File: config.mk
export PLATFORM = sky130hd
export DESIGN_NAME = sram_arb_flat
export DESIGN_NICKNAME = d
export VERILOG_FILES = /design/src/rtl/memc_pkg.sv /design/src/rtl/sram_arb_if.sv /design/src/rtl/arb_wfifo.sv /design/src/rtl/sram_arb.sv /design/src/flat_wrapper.sv
export SDC_FILE = /design/constraint.sdc
export NUM_CORES = 1
export LEC_CHECK = 0
export CAP_MARGIN = 30
export CORE_UTILIZATION = 54
export CTS_CLUSTER_SIZE = 10
export DETAILED_ROUTE_END_ITERATION = 10
export GPL_ROUTABILITY_DRIVEN = 0
export PLACE_DENSITY = 0.85
export SETUP_SLACK_MARGIN = 0.15
export SLEW_MARGIN = 5
export SYNTH_ARGS = -nofsm -noshare
export SYNTH_HDL_FRONTEND = slang
export SYNTH_HIERARCHICAL = 1
export SYNTH_SLANG_ARGS = --single-unit
File: constraint.sdc
create_clock -name clk -period 7 [get_ports clk]
set_input_delay 1.75 -clock clk [delete_from_list [all_inputs] [get_ports clk]]
set_output_delay 1.75 -clock clk [all_outputs]
set_load 0.005 [all_outputs]
File: src/rtl/memc_pkg.sv
// Shared MEMC datapath definitions: pixel/address widths, requester ids and SRAM latency.
package memc_pkg;

  localparam int ADDR_W     = 12;
  localparam int DATA_W     = 8;
  localparam int RD_LAT_DEF = 1;

  typedef enum logic [1:0] {
    REQ_NONE,
    REQ_WR,
    REQ_RD0,
    REQ_RD1
  } req_e;

endpackage

File: src/rtl/sram_arb_if.sv
// Bus bundle between the frame-SRAM arbiter, its three requesters and the SRAM macro.
interface sram_arb_if;
  import memc_pkg::*;

  logic              wr_valid;
  logic [ADDR_W-1:0] wr_addr;
  logic [DATA_W-1:0] wr_data;
  logic              wr_ready;
  logic              wf_afull;

  logic              rd0_req;
  logic [ADDR_W-1:0] rd0_addr;
  logic              rd0_gnt;
  logic              rd1_req;
  logic [ADDR_W-1:0] rd1_addr;
  logic              rd1_gnt;

  logic              rd0_rvalid;
  logic              rd1_rvalid;
  logic [DATA_W-1:0] rdata;

  logic              sram_ce;
  logic              sram_we;
  logic [ADDR_W-1:0] sram_a;
  logic [DATA_W-1:0] sram_d;
  logic [DATA_W-1:0] sram_q;

  modport slave (
    input  wr_valid, wr_addr, wr_data, rd0_req, rd0_addr, rd1_req, rd1_addr, sram_q,
    output wr_ready, wf_afull, rd0_gnt, rd1_gnt, rd0_rvalid, rd1_rvalid, rdata,
           sram_ce, sram_we, sram_a, sram_d
  );

  modport master (
    output wr_valid, wr_addr, wr_data, rd0_req, rd0_addr, rd1_req, rd1_addr, sram_q,
    input  wr_ready, wf_afull, rd0_gnt, rd1_gnt, rd0_rvalid, rd1_rvalid, rdata,
           sram_ce, sram_we, sram_a, sram_d
  );

endinterface

File: src/rtl/arb_wfifo.sv
// Small power-of-two write FIFO holding {addr, data} entries waiting for an SRAM write slot.
module arb_wfifo #(
  parameter int W     = 20,
  parameter int DEPTH = 4
) (
  input  logic                       clk,
  input  logic                       rst,
  input  logic                       push_i,
  input  logic [W-1:0]               data_i,
  input  logic                       pop_i,
  output logic [W-1:0]               data_o,
  output logic                       full_o,
  output logic                       empty_o,
  output logic [$clog2(DEPTH):0]     count_o
);

  localparam int PW = $clog2(DEPTH);
  localparam int CW = PW + 1;

  logic [W-1:0]  mem_q [DEPTH];
  logic [PW-1:0] wrPtr_q, rdPtr_q;
  logic [CW-1:0] count_q, count_d;
  logic          pushOk, popOk;

  // A push is refused when full, even if a pop frees a slot in the same cycle.
  assign pushOk  = push_i & ~full_o;
  assign popOk   = pop_i & ~empty_o;
  assign full_o  = (count_q == CW'(DEPTH));
  assign empty_o = (count_q == '0);
  assign count_o = count_q;
  assign data_o  = mem_q[rdPtr_q];

  always_comb begin
    count_d = count_q;
    if (pushOk && !popOk) begin
      count_d = count_q + CW'(1);
    end else if (!pushOk && popOk) begin
      count_d = count_q - CW'(1);
    end
  end

  always_ff @(posedge clk or posedge rst) begin
    if (rst) begin
      wrPtr_q <= '0;
      rdPtr_q <= '0;
      count_q <= '0;
    end else begin
      count_q <= count_d;
      if (pushOk) wrPtr_q <= wrPtr_q + PW'(1);
      if (popOk)  rdPtr_q <= rdPtr_q + PW'(1);
    end
  end

  always_ff @(posedge clk) begin
    if (pushOk) mem_q[wrPtr_q] <= data_i;
  end

endmodule

File: src/rtl/sram_arb.sv
// Single-port frame-SRAM arbiter: buffered pixel writes with bounded priority over two
// round-robin read requesters, plus a tagged read-return pipeline.
module sram_arb
  import memc_pkg::*;
#(
  parameter int WF_DEPTH   = 4,
  parameter int STARVE_MAX = 3,
  parameter int RD_LAT     = RD_LAT_DEF
) (
  input  logic       clk,
  input  logic       rst,
  sram_arb_if.slave  bus
);

  localparam int CW = $clog2(WF_DEPTH) + 1;
  localparam int SW = $clog2(STARVE_MAX + 1);
  localparam int FW = ADDR_W + DATA_W;

  logic              fifoFull, fifoEmpty;
  logic [CW-1:0]     fifoCount;
  logic [FW-1:0]     fifoHead;
  logic [ADDR_W-1:0] headAddr;
  logic [DATA_W-1:0] headData;
  logic              wrReady;
  logic              rdPend;
  req_e              grant;

  logic [SW-1:0]     starve_q, starve_d;
  logic              rrPtr_q, rrPtr_d;
  logic [1:0]        tag_q [RD_LAT];

  assign wrReady  = ~fifoFull & ~rst;
  assign rdPend   = bus.rd0_req | bus.rd1_req;
  assign headAddr = fifoHead[FW-1:DATA_W];
  assign headData = fifoHead[DATA_W-1:0];

  arb_wfifo #(
    .W     (FW),
    .DEPTH (WF_DEPTH)
  ) u_wfifo (
    .clk     (clk),
    .rst     (rst),
    .push_i  (bus.wr_valid & wrReady),
    .data_i  ({bus.wr_addr, bus.wr_data}),
    .pop_i   (grant == REQ_WR),
    .data_o  (fifoHead),
    .full_o  (fifoFull),
    .empty_o (fifoEmpty),
    .count_o (fifoCount)
  );

  // Writes win until reads have waited STARVE_MAX grants; rrPtr_q=1 means rd1 goes next.
  always_comb begin
    grant = REQ_NONE;
    if (!rst) begin
      if (!fifoEmpty && (!rdPend || starve_q < SW'(STARVE_MAX))) begin
        grant = REQ_WR;
      end else if (bus.rd0_req && bus.rd1_req) begin
        grant = rrPtr_q ? REQ_RD1 : REQ_RD0;
      end else if (bus.rd0_req) begin
        grant = REQ_RD0;
      end else if (bus.rd1_req) begin
        grant = REQ_RD1;
      end
    end
  end

  always_comb begin
    starve_d = starve_q;
    rrPtr_d  = rrPtr_q;
    if (grant == REQ_RD0 || grant == REQ_RD1 || !rdPend) begin
      starve_d = '0;
    end else if (grant == REQ_WR && starve_q != SW'(STARVE_MAX)) begin
      starve_d = starve_q + SW'(1);
    end
    if (grant == REQ_RD0) rrPtr_d = 1'b1;
    if (grant == REQ_RD1) rrPtr_d = 1'b0;
  end

  always_ff @(posedge clk or posedge rst) begin
    if (rst) begin
      starve_q <= '0;
      rrPtr_q  <= 1'b0;
      for (int i = 0; i < RD_LAT; i++) tag_q[i] <= 2'b00;
    end else begin
      starve_q <= starve_d;
      rrPtr_q  <= rrPtr_d;
      tag_q[0] <= {grant == REQ_RD1, grant == REQ_RD0};
      for (int i = 1; i < RD_LAT; i++) tag_q[i] <= tag_q[i-1];
    end
  end

  always_comb begin
    bus.sram_a = '0;
    case (grant)
      REQ_WR:  bus.sram_a = headAddr;
      REQ_RD0: bus.sram_a = bus.rd0_addr;
      REQ_RD1: bus.sram_a = bus.rd1_addr;
      default: bus.sram_a = '0;
    endcase
  end

  assign bus.sram_ce    = (grant != REQ_NONE);
  assign bus.sram_we    = (grant == REQ_WR);
  assign bus.sram_d     = headData;
  assign bus.rd0_gnt    = (grant == REQ_RD0);
  assign bus.rd1_gnt    = (grant == REQ_RD1);
  assign bus.wr_ready   = wrReady;
  assign bus.wf_afull   = ~rst & (fifoCount >= CW'(WF_DEPTH - 1));
  assign bus.rd0_rvalid = tag_q[RD_LAT-1][0];
  assign bus.rd1_rvalid = tag_q[RD_LAT-1][1];
  assign bus.rdata      = bus.sram_q;

endmodule

File: src/flat_wrapper.sv
// flat-port wrapper written by rule: the top's interface ports become plain ports
module sram_arb_flat import memc_pkg::*;
#(
  parameter int WF_DEPTH   = 4,
  parameter int STARVE_MAX = 3,
  parameter int RD_LAT     = RD_LAT_DEF
)
  (clk, rst, bus_wr_valid, bus_wr_addr, bus_wr_data, bus_rd0_req, bus_rd0_addr, bus_rd1_req, bus_rd1_addr, bus_sram_q, bus_wr_ready, bus_wf_afull, bus_rd0_gnt, bus_rd1_gnt, bus_rd0_rvalid, bus_rd1_rvalid, bus_rdata, bus_sram_ce, bus_sram_we, bus_sram_a, bus_sram_d);
  sram_arb_if bus_i ();
  input  logic clk;
  input  logic rst;
  input wire logic [$bits(bus_i.wr_valid)-1:0] bus_wr_valid;
  input wire logic [$bits(bus_i.wr_addr)-1:0] bus_wr_addr;
  input wire logic [$bits(bus_i.wr_data)-1:0] bus_wr_data;
  input wire logic [$bits(bus_i.rd0_req)-1:0] bus_rd0_req;
  input wire logic [$bits(bus_i.rd0_addr)-1:0] bus_rd0_addr;
  input wire logic [$bits(bus_i.rd1_req)-1:0] bus_rd1_req;
  input wire logic [$bits(bus_i.rd1_addr)-1:0] bus_rd1_addr;
  input wire logic [$bits(bus_i.sram_q)-1:0] bus_sram_q;
  output wire logic [$bits(bus_i.wr_ready)-1:0] bus_wr_ready;
  output wire logic [$bits(bus_i.wf_afull)-1:0] bus_wf_afull;
  output wire logic [$bits(bus_i.rd0_gnt)-1:0] bus_rd0_gnt;
  output wire logic [$bits(bus_i.rd1_gnt)-1:0] bus_rd1_gnt;
  output wire logic [$bits(bus_i.rd0_rvalid)-1:0] bus_rd0_rvalid;
  output wire logic [$bits(bus_i.rd1_rvalid)-1:0] bus_rd1_rvalid;
  output wire logic [$bits(bus_i.rdata)-1:0] bus_rdata;
  output wire logic [$bits(bus_i.sram_ce)-1:0] bus_sram_ce;
  output wire logic [$bits(bus_i.sram_we)-1:0] bus_sram_we;
  output wire logic [$bits(bus_i.sram_a)-1:0] bus_sram_a;
  output wire logic [$bits(bus_i.sram_d)-1:0] bus_sram_d;
  assign bus_i.wr_valid = bus_wr_valid;
  assign bus_i.wr_addr = bus_wr_addr;
  assign bus_i.wr_data = bus_wr_data;
  assign bus_i.rd0_req = bus_rd0_req;
  assign bus_i.rd0_addr = bus_rd0_addr;
  assign bus_i.rd1_req = bus_rd1_req;
  assign bus_i.rd1_addr = bus_rd1_addr;
  assign bus_i.sram_q = bus_sram_q;
  assign bus_wr_ready = bus_i.wr_ready;
  assign bus_wf_afull = bus_i.wf_afull;
  assign bus_rd0_gnt = bus_i.rd0_gnt;
  assign bus_rd1_gnt = bus_i.rd1_gnt;
  assign bus_rd0_rvalid = bus_i.rd0_rvalid;
  assign bus_rd1_rvalid = bus_i.rd1_rvalid;
  assign bus_rdata = bus_i.rdata;
  assign bus_sram_ce = bus_i.sram_ce;
  assign bus_sram_we = bus_i.sram_we;
  assign bus_sram_a = bus_i.sram_a;
  assign bus_sram_d = bus_i.sram_d;
  sram_arb #(.WF_DEPTH(WF_DEPTH), .STARVE_MAX(STARVE_MAX), .RD_LAT(RD_LAT)) u_core (.clk(clk), .rst(rst), .bus(bus_i));
endmodule
==> impl_metrics.toml, run 1 <==
[synth]
yosys_warnings = 6
synthesis.nets = 284
ys_seq_elements = 92
synthArstFlopShare_pct = 13.0
syn_inst = 220
syn_avg_cell_area_sq_um = 18.2
ys_types = 34
synthTopCellsByCount = "80 x edfxtp_1, 20 x mux4_1, 13 x nand2_1"
seq_area_frac_synth_pct = 67.5
synth_ff_type = "edfxtp_1"
synth_area_leaders = "edfxtp_1 60%, mux4_1 13%, dfrtp_1 7.5%"
yosysTopAreaCell = "edfxtp_1"
yosysMostFrequentCell = "edfxtp_1"
syn_area_sq_um = 4010
synth_edf_count = 80
synth_top_area_share_pct = 60.0

[clock_tree]
max-clock-path-buffers = 2
cts_setup_buffers = 0
cts_resized = 0
clk_pin_slew_ns = 0.09
clock_latency_ns = 0.35
clock_sinks = 92
postCtsHoldBufs = 0
cts_buffers = 9
cts_root_buffer = "clkbuf_8"
cts_tree = "built"
cts_htree_levels = 3

[power]
p_leak_nw = 1.77
vdd_ir_drop_max_uv = 214
power_density_nw_per_um2 = 347
power_mw = 1.75

[floorplan]
rows = 31
io_pins = 93
die_h_microns = 88.1
core_sq_um = 7210
die_w_microns = 88.1
initial_core_util_pct = 55.5
die-area_sq_um = 7770

[timing]
tns_ns = 0
clock_skew_ns = 0.00811
slew_headroom_pct = 39.9
min_period_ns = 5.86
finalSetupViolCount = 0
worst_slew_pin_slew_ns = 0.902
fin_crit_sh_pct = 83.7
final_hold_viol_count = 0
max_freq_mhz = 171
rsz0062_at_grt = "false"
maxSlewViolCount = 0

[cells_and_area]
drive_gt1_share_pct = 9.46
area_growth_pct = 25.7
nNetsFinal = 355
diodes = 0

[global_routing]
grt_pass1_wl_microns = 10900
track_usage_pct = 20.1
gr-total-overflow = 0
antenna_found_initial = 0
grt_max_degree = 22
grt_pass1_vias = 2165

[hold_path]
hold_start = "u_core/u_wfifo/count_o[2]$_DFFE_PP0P_"
hp-class = "register to register"

[placed_design]
port_buffers = 76
post-dp-hpwl_microns = 4810

[routing]
dr.pass1.iters = 4
drc = 0
vias = 2131
ant_nets = 0
wl_per_cell_microns = 18.3
drt_first_iter_violations = 104
routed_wl_microns = 7220
via_per_inst = 5.39

[worst_setup_path]
start_kind = "primary input"
crit_path_max_fanout = 15
end_kind = "output pin"
worstPathArrival_ns = 4.11
crit_start = "bus_rd1_req"
required_ns = 5.25
criticalPathCategory = "primary input to output pin"
r2r-start = "u_core/u_wfifo/count_o[0]$_DFFE_PP0P_"

[run]
maxCapViolations = 0

[status]
status = "finished clean"
[path summary, 6_finish.rpt]
path	end	slack (ns)	cells after the start
hold / removal	u_core/u_wfifo/count_o[2]$_DFFE_PP0P_	0.53	1
setup reg to reg	u_core/u_wfifo/count_o[2]$_DFFE_PP0P_	4.25	10
max in group asynchronous	u_core/u_wfifo/rdPtr_q[1]$_DFFE_PP0P_	4.85	2
hold reg to reg	u_core/u_wfifo/count_o[2]$_DFFE_PP0P_	0.53	1
min in group asynchronous	u_core/starve_q[0]$_DFFE_PP0P_	1.92	2
setup / recovery	bus_sram_a[3]	1.14	6
[cells by family (layout without fill, tap and decap cells)]
family | after synthesis | after routing | share of synthesized area [%]
DFF | 92 | 92 | 67.5
and+or+nand+nor | 37 | 37 | 5.06
muxes | 34 | 34 | 16.8
buffers and inverters | 25 | 101 | 4.03
AOI/OAI and AO/OA | 19 | 19 | 2.97
adders and majority gates | 7 | 7 | 2.37
xor gates and xnor gates | 6 | 6 | 1.31
[power by group]
group | switching, mW | total (mW) | internal (mW) | leakage, nW
registers | 0.0780 | 0.759 | 0.681 | 0.871
clock network | 0.181 | 0.421 | 0.240 | 0.122
logic | 0.223 | 0.566 | 0.343 | 0.781
total | 0.482 | 1.75 | 1.26 | 1.77
[cell usage in the layout, fill, tap and decap left out, types with 2 or more instances in the layout]
cell type	netlist	final
ha_1	6	6
a21oi_1	4	4
clkbuf_8	0	9
xor2_1	2	2
mux4_1	20	20
inv_1	7	7
xnor2_1	4	4
bufinv_16	0	3
nor3_1	3	3
dfrtp_1	12	12
edfxtp_1	80	80
mux2i_1	12	12
nor2_1	8	8
nand2_1	13	13
clkdlybuf4s50_1	0	76
o21ai_1	12	12
and2_2	4	4
[flip-flops by register name (all words and copies together) (netlist names)]
register	flops
u_core/tag_q	2
u_core/u_wfifo/rdPtr_q	2
u_core/u_wfifo/wrPtr_q	2
u_core/u_wfifo/count_o	3
u_core/u_wfifo/mem_q	80
u_core/rrPtr_q	1
u_core/starve_q	2
[worst max-delay path, stage by stage]
cell and delay, ns:
clkdlybuf4s50_1 0.50, nand2b_4 0.19, a221oi_4 0.78, mux2i_1 0.20
o21ai_1 0.17, clkdlybuf4s50_1 0.52
[metrics by stage]
step	instance area, sq um	utilization (%)	instances	hold WS [ns]	worst slack [ns]
global placement	4760	66.0	378	0.501	1.16
finish	5040	69.8	395	0.525	1.14
detailed placement	4790	66.4	379	0.509	1.13
CTS	5040	69.8	395	0.522	1.12
floorplan	4010	-	220	0.485	2.48
global route	5040	69.8	395	0.550	0.961
[layer usage]
metal  global-route usage, %  share of wire, %  wire length (microns)
met5                       0                 0                      0
met4                    10.6               2.6                    187
met3                    5.75               9.4                    679
met2                    33.3                48                   3490
met1                    24.3                40                   2870
[final cells by class]
type                    count  area [sq um]
clock buffers               9           124
clock inverters             7           123
fillers                   498          2180
inverters                   7          26.3
multi-input cells         103          1140
flip-flops and latches     92          2700
well taps                  99           124
repair buffers             78           796
No activity file was read; power rests on OpenSTA's default activity.
==> inputs of run 2 (changes only) <==
--- a/config.mk
+++ b/config.mk
@@ -6,11 +6,11 @@
 export NUM_CORES = 1
 export LEC_CHECK = 0
 export CAP_MARGIN = 30
-export CORE_UTILIZATION = 54
+export CORE_UTILIZATION = 50
 export CTS_CLUSTER_SIZE = 10
 export DETAILED_ROUTE_END_ITERATION = 10
 export GPL_ROUTABILITY_DRIVEN = 0
-export PLACE_DENSITY = 0.85
+export PLACE_DENSITY = 0.8
 export SETUP_SLACK_MARGIN = 0.15
 export SLEW_MARGIN = 5
 export SYNTH_ARGS = -nofsm -noshare
==> constraint.sdc (replaced) <==
create_clock -name clk -period 5.4 [get_ports clk]
set_input_delay 1.35 -clock clk [delete_from_list [all_inputs] [get_ports clk]]
set_output_delay 1.35 -clock clk [all_outputs]
set_load 0.005 [all_outputs]
==> run 2 against run 1 <==
Effect of this change: cell area fell by 1.1%; final cell count grew 1.0%; core utilization is 5.4 points lower; count of clock-buffer cells in the layout unchanged; sequential share of layout area grew 0.61 points; total power increased by 23%; first-iteration DRC count decreased by 4.8%; via count shrank 0.23%; die area grew 7.8%; routed wire length shrank 1.8%; clock power is 7.4% higher; combinational power grew 26%; critical endpoint is now bus_rd1_gnt.
==> impl_metrics.toml, run 2 (same netlist as run 1, synthesis figures left out) <==
[status]
status = "finished clean"

[worst_setup_path]
start_kind = "primary input"
cpPeakStageDelay_ns = 0.67
critPathBufInv = 2
r2r_end = "u_core/u_wfifo/count_o[2]$_DFFE_PP0P_"
reg2reg_depth = 9
cpLargestDelayFamily = "buffers and inverters"
r2r-start = "u_core/u_wfifo/count_o[0]$_DFFE_PP0P_"
end_kind = "output pin"
rrSetupSlack_ns = 2.55
crit_cells = 4
cp_cell_sequence = "clkdlybuf4s50_1, or3_1, nor3_1, clkdlybuf4s50_1"
cpMostUsedCell = "clkdlybuf4s50_1"
crit_slowest_cell = "or3_1"
required_ns = 4.05
crit_path_end = "bus_rd1_gnt"
crit_path_max_fanout = 16
criticalPathCategory = "primary input to output pin"
worstPathArrival_ns = 3.58
crit_start = "rst"

[timing]
layout_setup_ws_ns = 0.475
finalSetupViolCount = 0
rsz0062_at_grt = "false"
fin_crit_sh_pct = 91.2
maxSlewViolCount = 0
min_period_ns = 4.93
clock_skew_ns = 0.00463
worst_slew_pin_slew_ns = 0.910
holdWs_ns = 0.525
tns_ns = 0
final_hold_viol_count = 0
max_freq_mhz = 203
slew_headroom_pct = 39.3

[clock_tree]
cts_buffers = 9
postCtsHoldBufs = 0
cts_tree = "built"
cts_root_buffer = "clkbuf_8"
cts_resized = 0
clk_pin_slew_ns = 0.08
cts_setup_buffers = 0
cts_htree_levels = 3
max-clock-path-buffers = 2
clock_sinks = 92
clock_latency_ns = 0.34

[routing]
vias = 2126
ant_nets = 0
via_per_inst = 5.33
wl_per_cell_microns = 17.8
drc = 0
dr.pass1.iters = 4
routed_wl_microns = 7100
drt_first_iter_violations = 99

[power]
pwr-share-clk_pct = 21.0
p_sw_mw = 0.625
p_int_mw = 1.53
combPwrFrac_pct = 33.0
power_frac_seq_pct = 46.0
p_leak_nw = 1.75
vdd_ir_drop_max_uv = 246
p_sw_share_pct = 29.0
power_mw = 2.16
power_density_nw_per_um2 = 433

[cells_and_area]
final_area_sq_um = 4980
area_growth_pct = 24.3
fin_util_pct = 64.4
diodes = 0
top_register = "u_core/u_wfifo/mem_q"
layout_commonest_cell = "edfxtp_1"
drive_gt1_share_pct = 9.76
instances_no_fill = 399
nNetsFinal = 356
n_fill_cell = 549
largest_reg_flops = 80
layout_common_cells = "80 x edfxtp_1, 76 x clkdlybuf4s50_1, 20 x mux4_1"

[floorplan]
rows = 32
initial_core_util_pct = 51.8
core_sq_um = 7730
io_pins = 93
die-area_sq_um = 8370
die_h_microns = 91.5
die_w_microns = 91.5

[placed_design]
port_buffers = 76
post-dp-hpwl_microns = 4860
pre_cts_ws_ns = 0.471
dp_cells = 383
placed_area_sq_um = 4780

[global_routing]
grt_pass1_vias = 2259
grt_pass1_wl_microns = 11200
grt_max_degree = 22
gr-total-overflow = 0
track_usage_pct = 18.0
antenna_found_initial = 0

[hold_path]
hp-class = "register to register"

[run]
maxCapViolations = 0
## run 2: power by group through the flow
stage | Combinational [mW] | Clock (mW) | Sequential [mW]
2_1_floorplan | 0.468 | 0 | 0.942
3_3_place_gp | 0.692 | 0 | 1.00
3_5_place_dp | 0.716 | 0 | 1.01
4_1_cts | 0.721 | 0.465 | 0.998
5_1_grt | 0.773 | 0.494 | 1.01
6_report | 0.711 | 0.452 | 0.992
## run 2: worst min path at each step
stage | startpoint | end | slack [ns] | depth (start not counted)
global placement | u_core/u_wfifo/count_o[2]$_DFFE_PP0P_ | u_core/u_wfifo/count_o[2]$_DFFE_PP0P_ | 0.50 | 1
finish | u_core/u_wfifo/count_o[2]$_DFFE_PP0P_ | u_core/u_wfifo/count_o[2]$_DFFE_PP0P_ | 0.53 | 1
global route | u_core/u_wfifo/count_o[2]$_DFFE_PP0P_ | u_core/u_wfifo/count_o[2]$_DFFE_PP0P_ | 0.58 | 1
CTS | u_core/u_wfifo/count_o[2]$_DFFE_PP0P_ | u_core/u_wfifo/count_o[2]$_DFFE_PP0P_ | 0.52 | 1
detailed placement | u_core/u_wfifo/count_o[2]$_DFFE_PP0P_ | u_core/u_wfifo/count_o[2]$_DFFE_PP0P_ | 0.51 | 1
floorplan | u_core/u_wfifo/count_o[2]$_DFFE_PP0P_ | u_core/u_wfifo/count_o[2]$_DFFE_PP0P_ | 0.48 | 1
## run 2: cell type report
| type | count | area (sq um) | area share, % |
|---|---|---|---|
| clock buffer | 9 | 124 | 2.49 |
| clock inverter | 7 | 75.1 | 1.51 |
| inverter | 7 | 26.3 | 0.528 |
| multi-input combinational | 103 | 1140 | 22.9 |
| sequential | 92 | 2700 | 54.3 |
| tap | 102 | 128 | 2.56 |
| timing repair buffer | 79 | 783 | 15.7 |
## run 2: worst register-to-register path, cell delays in order, from the launching register on
cell	delay, ns
dfrtp_1	0.48
nor3_1	0.73
nor3_1	0.28
nand2b_1	0.20
ha_1	0.20
inv_1	0.06
fa_1	0.37
xor2_1	0.17
nor2_1	0.12
xor2_1	0.17
## run 2: metal layers
layer,part of all wire [%],global-route usage (%)
met1,42,22.1
met2,49,29.8
met3,8.3,5.19
met4,0.99,7.41
met5,0,0
==> inputs of run 3 (changes only) <==
--- a/config.mk
+++ b/config.mk
@@ -12,7 +12,6 @@
 export GPL_ROUTABILITY_DRIVEN = 0
 export PLACE_DENSITY = 0.8
 export SETUP_SLACK_MARGIN = 0.15
-export SLEW_MARGIN = 5
 export SYNTH_ARGS = -nofsm -noshare
 export SYNTH_HDL_FRONTEND = slang
 export SYNTH_HIERARCHICAL = 1
==> results of run 3 <==
No change in the layout: final DEF, timing and power equal those of run 2.
